$ cat config.mk
export PLATFORM = sky130hd
export DESIGN_NAME = rv_id_stage
export DESIGN_NICKNAME = d
export VERILOG_FILES = /design/src/rtl/rv_id_stage.sv
export SDC_FILE = /design/constraint.sdc
export NUM_CORES = 2
export LEC_CHECK = 0
export BUFFER_PORTS_ARGS = -buffer_cell sky130_fd_sc_hd__buf_2
export CAP_MARGIN = 25
export CELL_PAD_IN_SITES_DETAIL_PLACEMENT = 1
export CELL_PAD_IN_SITES_GLOBAL_PLACEMENT = 1
export CORE_ASPECT_RATIO = 1.4
export CORE_MARGIN = 2
export CORE_UTILIZATION = 54
export DETAILED_ROUTE_END_ITERATION = 6
export GPL_ROUTABILITY_DRIVEN = 0
export HOLD_SLACK_MARGIN = 0.03
export PLACE_DENSITY_LB_ADDON = 0.1
export SLEW_MARGIN = 20
export SYNTH_ARGS = -nofsm -noshare
export SYNTH_HDL_FRONTEND = slang
export SYNTH_SLANG_ARGS = --single-unit
$ cat constraint.sdc
create_clock -name clk -period 2.4 [get_ports clk]
set_clock_uncertainty 0.2 [all_clocks]
set_input_delay 0.24 -clock clk [delete_from_list [all_inputs] [get_ports clk]]
set_output_delay 0.24 -clock clk [all_outputs]
set_load 0.03 [all_outputs]
$ cat src/rtl/rv_id_stage.sv
// rv_id_stage: RV32I instruction-decode stage.
// Holds the 32x32 integer register file (two combinational read ports, one
// falling-edge write port fed from writeback) and the immediate sign-extender.
// Optional feature: define RF_BYPASS_EN to forward the writeback result
// combinationally to a read port whose source register matches RdW.
module rv_id_stage #(
  parameter int unsigned XLEN  = 32,
  parameter int unsigned NREGS = 32
) (
  input  logic            clk,
  input  logic            rst_n,
  input  logic            RegWriteW,
  input  logic [31:0]     InstrD,
  input  logic [1:0]      ImmSrcD,
  input  logic [XLEN-1:0] ResultW,
  input  logic [4:0]      RdW,
  output logic [XLEN-1:0] RD1D,
  output logic [XLEN-1:0] RD2D,
  output logic [XLEN-1:0] ImmExtD
);

  logic [XLEN-1:0] regsQ [NREGS];
  logic [4:0]      rs1;
  logic [4:0]      rs2;
  logic            wrValid;
  logic [XLEN-1:0] rfRd1;
  logic [XLEN-1:0] rfRd2;

  // Opcode bits play no part in reads or immediate extraction here.
  logic unusedOpcode;
  assign unusedOpcode = ^InstrD[6:0];

  assign rs1     = InstrD[19:15];
  assign rs2     = InstrD[24:20];
  assign wrValid = RegWriteW && (RdW != 5'd0);

  // Register file write on the falling edge so W results are visible to D
  // in the second half of the same cycle; reset clears everything at once.
  always_ff @(negedge clk or negedge rst_n) begin
    if (!rst_n) begin
      for (int i = 0; i < int'(NREGS); i++) begin
        regsQ[i] <= '0;
      end
    end else if (wrValid) begin
      regsQ[RdW] <= ResultW;
    end
  end

  // Raw array reads with x0 forced to zero.
  always_comb begin
    rfRd1 = '0;
    rfRd2 = '0;
    if (rs1 != 5'd0) rfRd1 = regsQ[rs1];
    if (rs2 != 5'd0) rfRd2 = regsQ[rs2];
  end

`ifdef RF_BYPASS_EN
  // Read ports: forward the writeback value for the whole cycle on a match.
  always_comb begin
    RD1D = rfRd1;
    RD2D = rfRd2;
    if (wrValid && (RdW == rs1)) RD1D = ResultW;
    if (wrValid && (RdW == rs2)) RD2D = ResultW;
  end
`else
  // Read ports: no bypass; the falling-edge write alone provides W->D visibility.
  always_comb begin
    RD1D = rfRd1;
    RD2D = rfRd2;
  end
`endif

  // Immediate extraction and sign extension; bit 31 is always the sign.
  always_comb begin
    ImmExtD = '0;
    case (ImmSrcD)
      2'b00:   ImmExtD = {{20{InstrD[31]}}, InstrD[31:20]};
      2'b01:   ImmExtD = {{20{InstrD[31]}}, InstrD[31:25], InstrD[11:7]};
      2'b10:   ImmExtD = {{20{InstrD[31]}}, InstrD[7], InstrD[30:25], InstrD[11:8], 1'b0};
      2'b11:   ImmExtD = {{12{InstrD[31]}}, InstrD[19:12], InstrD[20], InstrD[30:21], 1'b0};
      default: ImmExtD = '0;
    endcase
  end

endmodule

==> results of run 1 <==
[through the flow]
step | instance area, um2 | setup TNS [ps]
after CTS | 72000 | -165610
after floorplan | 56300 | -510420
after detailed placement | 65400 | -924920
after global placement | 65400 | -887130
[routing by layer]
metal	GRT overflow	global-route usage
met5	0	0.186
met4	116	0.796
met3	4	0.609
met2	114	0.927
met1	5	0.786
[repair_timing]
item                                     CTS
pin swaps                                 95
setup buffers                             91
cloned                                    21
gates resized for setup                  338
endpoints found under the setup margin  1033
[cells in the mapped netlist (2+ instances only)]
master	instances	area, um2
sky130_fd_sc_hd__a2111oi_0	28	245
sky130_fd_sc_hd__a2111oi_2	3	45.0
sky130_fd_sc_hd__a211oi_1	63	473
sky130_fd_sc_hd__a21oi_1	31	155
sky130_fd_sc_hd__a221oi_1	32	280
sky130_fd_sc_hd__a22o_1	64	561
sky130_fd_sc_hd__a31o_2	8	70.1
sky130_fd_sc_hd__and2_1	2	12.5
sky130_fd_sc_hd__and3_1	2	12.5
sky130_fd_sc_hd__buf_1	59	221
sky130_fd_sc_hd__buf_2	66	330
sky130_fd_sc_hd__buf_4	60	450
sky130_fd_sc_hd__buf_6	19	214
sky130_fd_sc_hd__clkbuf_1	244	916
sky130_fd_sc_hd__dfrtn_1	1024	25600
sky130_fd_sc_hd__inv_1	2	7.51
sky130_fd_sc_hd__mux2_2	1058	11900
sky130_fd_sc_hd__mux2i_1	256	2560
sky130_fd_sc_hd__mux4_2	385	8670
sky130_fd_sc_hd__nand2_1	47	176
sky130_fd_sc_hd__nand3_1	4	20.0
sky130_fd_sc_hd__nand3b_1	8	60.1
sky130_fd_sc_hd__nor2_1	22	82.6
sky130_fd_sc_hd__nor2b_1	3	18.8
sky130_fd_sc_hd__nor3_1	36	180
sky130_fd_sc_hd__nor3b_1	4	30.0
sky130_fd_sc_hd__o221ai_1	95	832
sky130_fd_sc_hd__o22ai_1	32	200
sky130_fd_sc_hd__or3b_2	4	35.0
[cells by family after synthesis]
| kind of cell | Yosys count | synth area share |
|---|---|---|
| multiplexers | 1699 | 0.425 |
| flip-flops | 1024 | 0.470 |
| buffers and inverters | 451 | 0.0393 |
| AO/OA/AOI/OAI | 359 | 0.0530 |
| AND/OR/NAND/NOR | 138 | 0.0125 |
| XOR/XNOR | 1 | 0.000161 |
==> flow_summary.toml, run 1 <==
[synthesis]
synth_enable_flop_cells = 0
yosys_most_used_dff = "sky130_fd_sc_hd__dfrtn_1"
syn_inst = 3672
synth-async-reset-ratio = 1.00
synth_seq_area_share = 0.470
post_synth.cell_area_avg_um2 = 14.8
syn-num-nets = 3746
synthesis.area_um2 = 54500
number_of_different_library_cells_in_the_post_synthesis_netlist = 40
yosys_warnings = 0
postSynthRegisterBits = 1024

[run_status]
lastStage = "5_1_grt"
error_line = "[ERROR GRT-0232] Routing congestion too high. Check the congestion heatmap in the GUI."
outcome = "aborted with a tool error"

[cts]
cts_root_buffer = "sky130_fd_sc_hd__clkbuf_16"
ctsLongestPathBuffers = 3
h-tree-depth = 3
hold_buffers = 0
cts_num_sinks = 1024
cts_inserted_buffers = 104

[global_route]
grt_start_max_net_pins = 101
globalRouteOverflowTotal = 239
grt.total_usage = 0.772
antenna_found_initial = 56

[floorplan]
die_w_um = 272
vertical_extent_of_the_die_um = 380
starting_density_of_the_core = 0.546
core_rows = 137
boundaryPins = 170

[place]
dpl.cell_count = 5590
pre_cts_slack_ps = -1280
dp_hpwl_mm = 145
port-buffer-count = 150

[timing]
worst_endpoint_kind = "top-level output"
postGrtWorstEndpoint = "RD2D[14]"
==> run 2: changes to the inputs <==
==> config.mk (replaced) <==
export PLATFORM = sky130hd
export DESIGN_NAME = rv_id_stage
export DESIGN_NICKNAME = d
export VERILOG_FILES = /design/src/rtl/rv_id_stage.sv
export SDC_FILE = /design/constraint.sdc
export NUM_CORES = 2
export LEC_CHECK = 0
export BUFFER_PORTS_ARGS = -buffer_cell sky130_fd_sc_hd__buf_2
export CAP_MARGIN = 25
export CORE_MARGIN = 2
export CORE_UTILIZATION = 40
export DETAILED_ROUTE_END_ITERATION = 6
export GPL_ROUTABILITY_DRIVEN = 0
export PLACE_DENSITY_LB_ADDON = 0.15
export SLEW_MARGIN = 20
export SYNTH_ARGS = -nofsm -noshare
export SYNTH_HDL_FRONTEND = slang
export SYNTH_SLANG_ARGS = --single-unit
==> run 2 against run 1 <==
Effect of this change: the flow now finishes, with violations (negative setup slack); area after synthesis is the same; synthesized cell count is the same.
==> flow_summary.toml, run 2 <==
[run_status]
outcome = "finished with violations"
failed_checks = "negative setup slack"

[cells_and_area]
top_registers = "regsQ (1024)"
ff_latch_area_um2 = 25600
fillerInstances = 10800
largest_reg_flops = 1024
mostFrequentLayoutCells = "sky130_fd_sc_hd__dfrtn_1 (1024), sky130_fd_sc_hd__buf_4 (718), sky130_fd_sc_hd__mux2_2 (587), sky130_fd_sc_hd__mux2_4 (471), sky130_fd_sc_hd__mux4_2 (385)"
layout.cells.most_common = "sky130_fd_sc_hd__dfrtn_1"
design_area_um2 = 75200
multi_input_combinational_cell_area_um2 = 30500
final_nets = 4594
layout-area-overhead-vs-synth_pct = 38.1
layout-drive-gt1-share = 0.657
top_register = "regsQ"

[synthesis]
synth-async-reset-ratio = 1.00
synth.most_common_cell = "sky130_fd_sc_hd__mux2_2"
syn_inst = 3672
number_of_different_library_cells_in_the_post_synthesis_netlist = 40
synth_top_cells_by_count = "sky130_fd_sc_hd__mux2_2 (1058), sky130_fd_sc_hd__dfrtn_1 (1024), sky130_fd_sc_hd__mux4_2 (385)"
syn-num-nets = 3746
post_synth.cell_area_avg_um2 = 14.8
yosys_warnings = 0
postSynthRegisterBits = 1024
synth_seq_area_share = 0.470
synthesis.area_um2 = 54500
synthDominantCellAreaShare = 0.470
synth_enable_flop_cells = 0
yosys_most_used_dff = "sky130_fd_sc_hd__dfrtn_1"
synth_area_leaders = "sky130_fd_sc_hd__dfrtn_1 (47%), sky130_fd_sc_hd__mux2_2 (22%), sky130_fd_sc_hd__mux4_2 (16%)"
yosysTopAreaCell = "sky130_fd_sc_hd__dfrtn_1"

[power_and_ir_drop]
p_per_area_nw_per_um2 = 757
power.static_leakage_nw = 33.7
worst_ir_drop_vdd_uv = 631

[floorplan]
boundaryPins = 170
vertical_extent_of_the_die_um = 373
die_w_um = 373
core_rows = 135
placeableCoreArea_um2 = 135000
starting_density_of_the_core = 0.403
die-area_um2 = 139000

[timing]
tightestPinTransition_ps = 1210
fin_ws_ps = -1710
final_hold_viol_count = 0
finalSetupViolations = 848
max-slew-margin-rel = 0.192
finalHoldWorstSlack_ps = 144
report.final.slew_viol_count = 0
grt_setup_unrepaired = "yes"

[global_route]
grt_start_max_net_pins = 65
grt_pass1_vias = 40400
globalRouteOverflowTotal = 0
antenna_found_initial = 19
grt_pass1_wl_mm = 306
grt.total_usage = 0.305

[setup_path]
type_of_origin_of_the_critical_path = "flip-flop"
worst_ep_arrival_time_ps = 3670
critical_path_fanouts_max = 3
element_type_at_the_critical_path_end = "output port"
path_depth = 6
worst_path_dominant_cell_family = "multiplexers"
critical-path-max-stage-delay_ps = 500
critPathRequiredTime_ps = 1960
timing.critical_path.slowest_stage_cell = "sky130_fd_sc_hd__mux4_2"
timing.critical_path.buf_inv = 2
reg2reg_depth = 3
crit_path_cell_trace = "mux4_2 -> mux2_4 -> a221oi_2 -> buf_4 -> a211oi_4 -> buf_6"
setup_crit_path_kind = "flip-flop to output port"

[cts]
cts_root_buffer = "sky130_fd_sc_hd__clkbuf_16"
worst_setup_hold_path_clk_slew_ps = 50
cts_inserted_buffers = 117
cts_num_sinks = 1024
h-tree-depth = 3
hold_buffers = 0
ctsLongestPathBuffers = 3
clkLatencyLatePin_ps = 690
cts_tree = "done"

[route]
antenna_violating_nets_post_route = 0
routed_len_inst_um = 34.8
drt_first_iter_violations = 3464
num_vias = 39300
route.final.wire_length_mm = 222
number_of_iterations_in_the_first_detailed_routing_pass = 6
viasPerCell = 6.14
drc = 0

[place]
placed_area_um2 = 66400
port-buffer-count = 150
dp_hpwl_mm = 136

[flow_run]
drv.max_cap_violation_count = 0

[min_path]
worst_hold_path.num_cells = 0
hold_path.class = "flip-flop to flip-flop"
==> run 2: cell counts after synthesis <==
Identical to the previous run, type by type.
==> run 2: logic make-up (layout without fill, tap and decap cells) <==
kind of cell	after synthesis	after routing	share of synthesized area
multiplexers	1699	1699	0.425
flip-flops	1024	1024	0.470
buffers and inverters	451	1390	0.0393
AO/OA/AOI/OAI	359	359	0.0530
AND/OR/NAND/NOR	138	138	0.0125
XOR/XNOR	1	1	0.000161
other	0	6	0
==> run 2: layout make-up <==
| type | instances | share of cell area |
|---|---|---|
| repair buffers | 1177 | 0.173 |
| flip-flops and latches | 1024 | 0.341 |
| well taps | 1781 | 0.0296 |
| inverters | 3 | 0.000183 |
| clock inverters | 34 | 0.00409 |
| clock buffers | 176 | 0.0466 |
| multi-input cells | 2197 | 0.406 |
| diodes | 6 | 0.000200 |
==> run 2: timing repair <==
action,4_1_cts,5_1_grt
setup buffers,65,55
setup endpoints to repair,920,845
pin swaps,99,67
gates cloned,23,27
gates resized for setup,365,320
==> run 2: final timing paths <==
check                                             start  slack [ps]                 endpoint
worst max-delay path             regsQ[392]$_DFFE_NN0P_       -1710                  RD1D[8]
worst min-delay path            regsQ[1012]$_DFFE_NN0P_         140  regsQ[1012]$_DFFE_NN0P_
worst max register to register   regsQ[397]$_DFFE_NN0P_        1170   regsQ[397]$_DFFE_NN0P_
worst min register to register  regsQ[1012]$_DFFE_NN0P_         140  regsQ[1012]$_DFFE_NN0P_
max in group asynchronous                         rst_n         890   regsQ[547]$_DFFE_NN0P_
min in group asynchronous                         rst_n         280   regsQ[709]$_DFFE_NN0P_
==> run 2: worst reg2reg max path, stage by stage (launching register included) <==
cell and delay, ps:
sky130_fd_sc_hd__dfrtn_1 350, sky130_fd_sc_hd__buf_4 130, sky130_fd_sc_hd__buf_4 120, sky130_fd_sc_hd__mux2_2 260
==> run 2: per-stage QoR <==
step / setup WS (ps) / power, mW / TNS, ps / std cells / util
3_3_place_gp: -1180 / 37.0 / -865890 / 6047 / 0.491
5_1_grt: -1760 / 59.2 / -173130 / 6397 / 0.556
2_1_floorplan: -647 / 31.4 / -510420 / 3672 / -
3_5_place_dp: -1140 / 37.3 / -878060 / 6047 / 0.491
4_1_cts: -1750 / 56.4 / -139930 / 6338 / 0.541
6_report: -1710 / 56.9 / -172200 / 6398 / 0.556
==> run 2: report_power, final <==
part / internal, mW / switching (mW)
registers: 20.9 / 2.26
clock network: 10.4 / 7.70
logic: 9.56 / 6.11
total: 40.9 / 16.1
==> run 2: per-layer routing <==
metal,routed length [um],track usage,up-vias
li1,-,-,16000
met1,94600,0.429,21200
met2,102000,0.477,1582
met3,15800,0.0508,439
met4,9950,0.113,8
met5,48,0,-
Power figures use the tool's default switching activity.
